$ cat config.mk
export PLATFORM = sky130hd
export DESIGN_NAME = sms_timing_ring
export DESIGN_NICKNAME = d
export VERILOG_FILES = /design/src/rtl/sms_timing_ring.sv
export SDC_FILE = /design/constraint.sdc
export NUM_CORES = 1
export LEC_CHECK = 0
export CAP_MARGIN = 20
export CORE_MARGIN = 1.5
export CORE_UTILIZATION = 45
export CTS_CLUSTER_DIAMETER = 80
export DETAILED_ROUTE_END_ITERATION = 10
export PLACE_DENSITY = 0.74
export SETUP_SLACK_MARGIN = 0.1
export SYNTH_ARGS = -nofsm -noshare
export SYNTH_HDL_FRONTEND = slang
export SYNTH_SLANG_ARGS = --single-unit
$ cat constraint.sdc
create_clock -name clk -period 2.06 [get_ports clk]
set_input_delay 0.412 -clock clk [delete_from_list [all_inputs] [get_ports clk]]
set_output_delay 0.412 -clock clk [all_outputs]
set_load 0.005 [all_outputs]
$ cat src/rtl/sms_timing_ring.sv
// sms_timing_ring
// Programmable oscillator plus one-hot T-phase timing ring.
//
// A prescaler divides clk down to an oscillator (DIV clks per half period).
// Each T-phase spans one full oscillator period: osc low for DIV clks, then
// high for DIV clks. The ring advances on the edge where osc falls.
//
// Operating modes (mode):
//   00 run    : free-running ring
//   01 single : start launches one full ring sweep (busy high until wrap)
//   10 step   : each clk with step=1 advances one phase immediately
//   11 hold   : everything frozen
//
// Ports:
//   clk        master clock, rising edge
//   reset_n    synchronous active-low reset
//   enable     global run gate, 0 freezes all state
//   mode[1:0]  operating mode
//   start      single-cycle launch (mode 01)
//   step       manual advance (mode 10)
//   osc_c      oscillator output, pin C
//   osc_d      oscillator output, pin D (same flop as osc_c)
//   phase      one-hot ring, bit i = T-phase i
//   phase_idx  binary index of the active phase
//   cycle_end  one-clk pulse after the ring wraps to phase 0
//   busy       single-cycle sweep in progress
module sms_timing_ring #(
  parameter int DIV    = 2,
  parameter int PHASES = 10,
  parameter int IW     = $clog2(PHASES)
) (
  input  logic              clk,
  input  logic              reset_n,
  input  logic              enable,
  input  logic [1:0]        mode,
  input  logic              start,
  input  logic              step,
  output logic              osc_c,
  output logic              osc_d,
  output logic [PHASES-1:0] phase,
  output logic [IW-1:0]     phase_idx,
  output logic              cycle_end,
  output logic              busy
);

  // Prescaler needs at least one bit even when DIV=1.
  localparam int DW = (DIV > 1) ? $clog2(DIV) : 1;

  localparam logic [DW-1:0] DIV_LAST = DW'(DIV - 1);
  localparam logic [IW-1:0] IDX_LAST = IW'(PHASES - 1);

  // Mode 11 (hold) needs no constant: it simply matches none of these.
  localparam logic [1:0] MODE_RUN    = 2'b00;
  localparam logic [1:0] MODE_SINGLE = 2'b01;
  localparam logic [1:0] MODE_STEP   = 2'b10;

  logic [DW-1:0]     div_cnt_reg, div_cnt_next;
  logic              osc_reg, osc_next;
  logic [IW-1:0]     idx_reg, idx_next;
  logic [PHASES-1:0] phase_reg, phase_next;
  logic              cycle_end_reg, cycle_end_next;
  logic              busy_reg, busy_next;

  logic run;   // prescaler counts this clk
  logic adv;   // ring advances this clk
  logic wrap;  // ring is at its last phase

  assign wrap = (idx_reg == IDX_LAST);

  always_comb begin
    div_cnt_next   = div_cnt_reg;
    osc_next       = osc_reg;
    idx_next       = idx_reg;
    busy_next      = busy_reg;
    cycle_end_next = 1'b0;
    run            = 1'b0;
    adv            = 1'b0;

    if (enable) begin
      // A launched single sweep owns the ring until it wraps, whatever the
      // mode input does in the meantime.
      if (busy_reg || mode == MODE_RUN) begin
        run = 1'b1;
      end else if (mode == MODE_SINGLE && start) begin
        div_cnt_next = '0;
        osc_next     = 1'b0;
        idx_next     = '0;
        busy_next    = 1'b1;
      end else if (mode == MODE_STEP && step) begin
        // Manual step restarts the oscillator at the beginning of the phase.
        adv          = 1'b1;
        div_cnt_next = '0;
        osc_next     = 1'b0;
      end
    end

    if (run) begin
      if (div_cnt_reg == DIV_LAST) begin
        div_cnt_next = '0;
        osc_next     = ~osc_reg;
        // Falling edge of osc closes the current phase.
        if (osc_reg) begin
          adv = 1'b1;
        end
      end else begin
        div_cnt_next = div_cnt_reg + DW'(1);
      end
    end

    if (adv) begin
      if (wrap) begin
        idx_next       = '0;
        cycle_end_next = 1'b1;
        busy_next      = 1'b0;
      end else begin
        idx_next = idx_reg + IW'(1);
      end
    end
  end

  // One-hot decode of the next index keeps phase and phase_idx consistent.
  generate
    for (genvar gi = 0; gi < PHASES; gi++) begin : g_phase
      assign phase_next[gi] = (idx_next == IW'(gi));
    end
  endgenerate

  always_ff @(posedge clk) begin
    if (!reset_n) begin
      div_cnt_reg   <= '0;
      osc_reg       <= 1'b0;
      idx_reg       <= '0;
      phase_reg     <= PHASES'(1);
      cycle_end_reg <= 1'b0;
      busy_reg      <= 1'b0;
    end else begin
      div_cnt_reg   <= div_cnt_next;
      osc_reg       <= osc_next;
      idx_reg       <= idx_next;
      phase_reg     <= phase_next;
      cycle_end_reg <= cycle_end_next;
      busy_reg      <= busy_next;
    end
  end

  assign osc_c     = osc_reg;
  assign osc_d     = osc_reg;
  assign phase     = phase_reg;
  assign phase_idx = idx_reg;
  assign cycle_end = cycle_end_reg;
  assign busy      = busy_reg;

endmodule

==> implementation parameters <==
Parameter                              Value

Synthesis
  Yosys Warn Count ... 0
  Syn Area/Cell ... around 9 um^2
  Syn Inst Count ... 100
  Cell taking the most area after synthesis ... dfxtp_1
  Flip-flop and latch count after synthesis ... 18
  Cell types with the largest area share after synthesis ... dfxtp_1, nor2_1, nand3_1, a2111oi_4, o2111ai_4
  Post-synth net total ... between 100 and 150
  Fraction of post-synthesis cell area in the top cell type by area ... 0.403
  Distinct cell type count after synthesis ... 39
  Seq/Total Area, Yosys ... 0.403
  Cell Area, Synth ... a little under 900 um^2

Critical path
  Critical Path Source Type ... input pin
  Critical-path top delay cell ... clkdlybuf4s50_1
  Maximum single-stage delay on the critical path ... between 0.4 and 0.5 ns
  Largest fanout of any net on the critical path ... 8
  Logic depth of the worst register-to-register path ... 5
  Crit. End Element ... register
  Critical setup path kind ... input pin to register
  Destination of the worst register-to-register timing path ... phase[0]$_SDFF_PN1_
  Worst-case register-to-register setup slack ... around 0.33 ns
  Cell breakdown of the critical path ... clkdlybuf4s50_1, or3b_4, o2111ai_4, or2_2, a221oi_2, nor3_1
  Required time at the worst-slack endpoint ... roughly 2.2 ns
  Worst EP arrival ... roughly 2.1 ns
  Worst R2R Start ... busy$_SDFF_PN0_

Place
  Total instance count after detailed placement ... approximately 160
  Last weighted congestion value of the routability-driven placer ... 0.805
  Number of port buffers ... 24
  Placed wire-length estimate ... between 1500 and 2000 um

Hold path
  Classification of the worst-slack hold path ... register to register
  Hold Path Cell Cnt ... 2
  Hold Crit Endpoint ... div_cnt_reg$_SDFFE_PN0P_
  Launch instance of the worst min-delay path ... div_cnt_reg$_SDFFE_PN0P_

Cells and area
  Number of nets at the end of the flow ... 146
  Area added between synthesis and finish ... 47.2%
  Utilization after layout ... 0.730
  Number of antenna repair diodes ... 0
  Commonest cells after routing, fill and taps aside ... clkdlybuf4s50_1, buf_4, dfxtp_1, nor2_1, nand2_1
  Most common library cell in the layout ignoring fill and taps ... clkdlybuf4s50_1
  Post-layout instance count excluding filler cells ... approximately 160
  Layout cell share with drive strength beyond 1 ... 0.246
  Largest register FFs ... 10

Clocking
  Count of clock tree sinks ... 18
  Insertion delay of the later-clocked pin in the worst-skew pair ... around 0.30 ns
  Clock Path Buffers ... 2
  CTS tree ... built
  Clock slew seen by the registers of the worst setup and hold paths ... 0.09 ns
  Number of CTS-inserted buffers ... 3
  H-tree Lvls ... 1
  Root cell of the clock tree ... clkbuf_4

Run status
  Status ... finished clean

Timing
  Clk_skew ... 0.00826 ns
  Number of failing setup endpoints in the final timing report ... 0
  Number of failing hold endpoints at the final stage ... 0
  Maximum operating frequency ... 526 MHz
  RSZ-0062 raised after global routing ... false
  Final critical path time including I/O delays and setup ... approximately 1.9 ns
  Final number of max-transition violations ... 0
  Period Utilization, post-route ... 0.922
  Worst-Margin Slew ... 0.392 ns
  Normalized max-slew margin ... 0.738

Floorplanning
  Core outline area ... 0.00180 mm^2
  Die Area ... around 0.0023 mm^2
  Initial cell density of the core ... 0.496
  I/O Pins ... 25
  Number of placement rows ... 15
  Die extent in y ... roughly 48 um
  Die X-Extent ... around 48 um

Routing
  DRT met1 WL ... 1020 um
  Via count normalized by instance count ... between 5 and 6
  Routed wirelength normalized by instance count ... 13.9 um
  Count of antenna-violating nets left after detailed routing ... 0
  Vias ... 882
  Final Routed Wirelength ... 2260 um
  Drt pass-1 iters ... 4
  Highest metal layer with signal wires ... met3
  Initial DRC Count ... 34
  Amount of wire on met2 after detailed routing ... between 1000 and 1500 um
  Total met3 wirelength after detailed routing ... about 130 um
  DR DRC count ... 0

Power
  Leakage power total ... approximately 0.51 nW
  Highest ir drop seen on vdd ... 0.501 mV
  Power per Cell Area ... about 520 mW/mm^2

Job
  Max-cap viol count ... 0

Global routing
  Wire length of the first global-routing pass ... 3500 um
  Global Route Usage Sum ... 0.220
  Number of antenna violations at the first check in global routing ... 0
  Global route total overflow ... 0
  Vias in the first global route ... about 800
  Largest net degree at the start of global routing ... 15
where the power goes:
part | switching [mW] | internal, mW
Sequential | 0.00537 | 0.355
Combinational | 0.0515 | 0.0637
Clock | 0.107 | 0.108
cell usage after synthesis (all sizes together):
master / number
and2: 2
o211ai: 2
and3: 4
nand2b: 2
clkbuf: 5
o311ai: 1
nor3b: 1
nand4: 1
a41oi: 1
o22ai: 2
o2111ai: 2
and4: 1
nand2: 6
nor3: 3
or2: 2
a2111oi: 1
dfxtp: 18
nor4: 1
a221oi: 1
a21oi: 3
nor2: 10
a21boi: 2
a31oi: 3
nand3: 6
inv: 4
buf: 3
o21ai: 3
nand4b: 1
xor2: 1
or3: 2
or3b: 1
nor2b: 1
xnor2: 2
o21ba: 1
o2111a: 1
how the worst max path moves through the flow:
stage	startpoint	to	slack [ns]	cells after the start
floorplan	step	phase[4]$_SDFF_PN0_	0.42	6
global placement	mode[1]	phase[3]$_SDFF_PN0_	-0.14	6
detailed placement	mode[1]	phase[1]$_SDFF_PN0_	-0.23	6
CTS	mode[1]	phase[4]$_SDFF_PN0_	0.10	7
global route	mode[1]	phase[1]$_SDFF_PN0_	0.1	6
finish	mode[1]	phase[0]$_SDFF_PN1_	0.16	6
kinds of logic after synthesis:
family | count (synthesis) | share of synthesized area
AOI/OAI and AO/OA | 23 | 0.232
buffers and inverters | 12 | 0.0672
xor gates and xnor gates | 3 | 0.0294
DFF | 18 | 0.403
and+or+nand+nor | 44 | 0.268
critical path: cells and delay by family:
| family | cells | cell delay (ns) |
|---|---|---|
| compound gates | 2 | 0.50 |
| simple gates | 3 | 0.73 |
| buf+inv | 1 | 0.44 |
per-stage QoR:
step           setup WS (ns)  hold WS, ns  power (mW)  TNS (ns)  cell area, um^2
6_report               0.160        0.558       0.690         0             1320
4_1_cts                0.103        0.566       0.684         0             1280
2_1_floorplan          0.424        0.520       0.419         0              893
5_1_grt               0.0984        0.583       0.717         0             1320
3_5_place_dp          -0.231        0.551       0.474     -1.98             1240
3_3_place_gp          -0.138        0.553       0.471     -1.28             1240
what timing repair did:
| item | CTS | global route |
|---|---|---|
| buffers inserted | 0 | 2 |
| hold buffers | 0 | 0 |
| pin swaps | 0 | 2 |
| gates resized for setup | 2 | 5 |
| endpoints found under the setup margin | 3 | 8 |
| gates cloned | 0 | 0 |
area by class of cell:
class                   count  area [um^2]
multi-input cells          70          490
fillers                   151          487
repair buffers             42          379
flip-flops and latches     18          363
clock buffers               4         36.3
well taps                  25         31.3
inverters                   4         15.0
routing by layer:
metal,up-vias,GRT usage
met2,44,0.365
met1,402,0.287
met4,0,0.0432
met5,-,0
met3,0,0.0642
li1,436,-
Note: power is estimated with default switching activity, not from simulation.
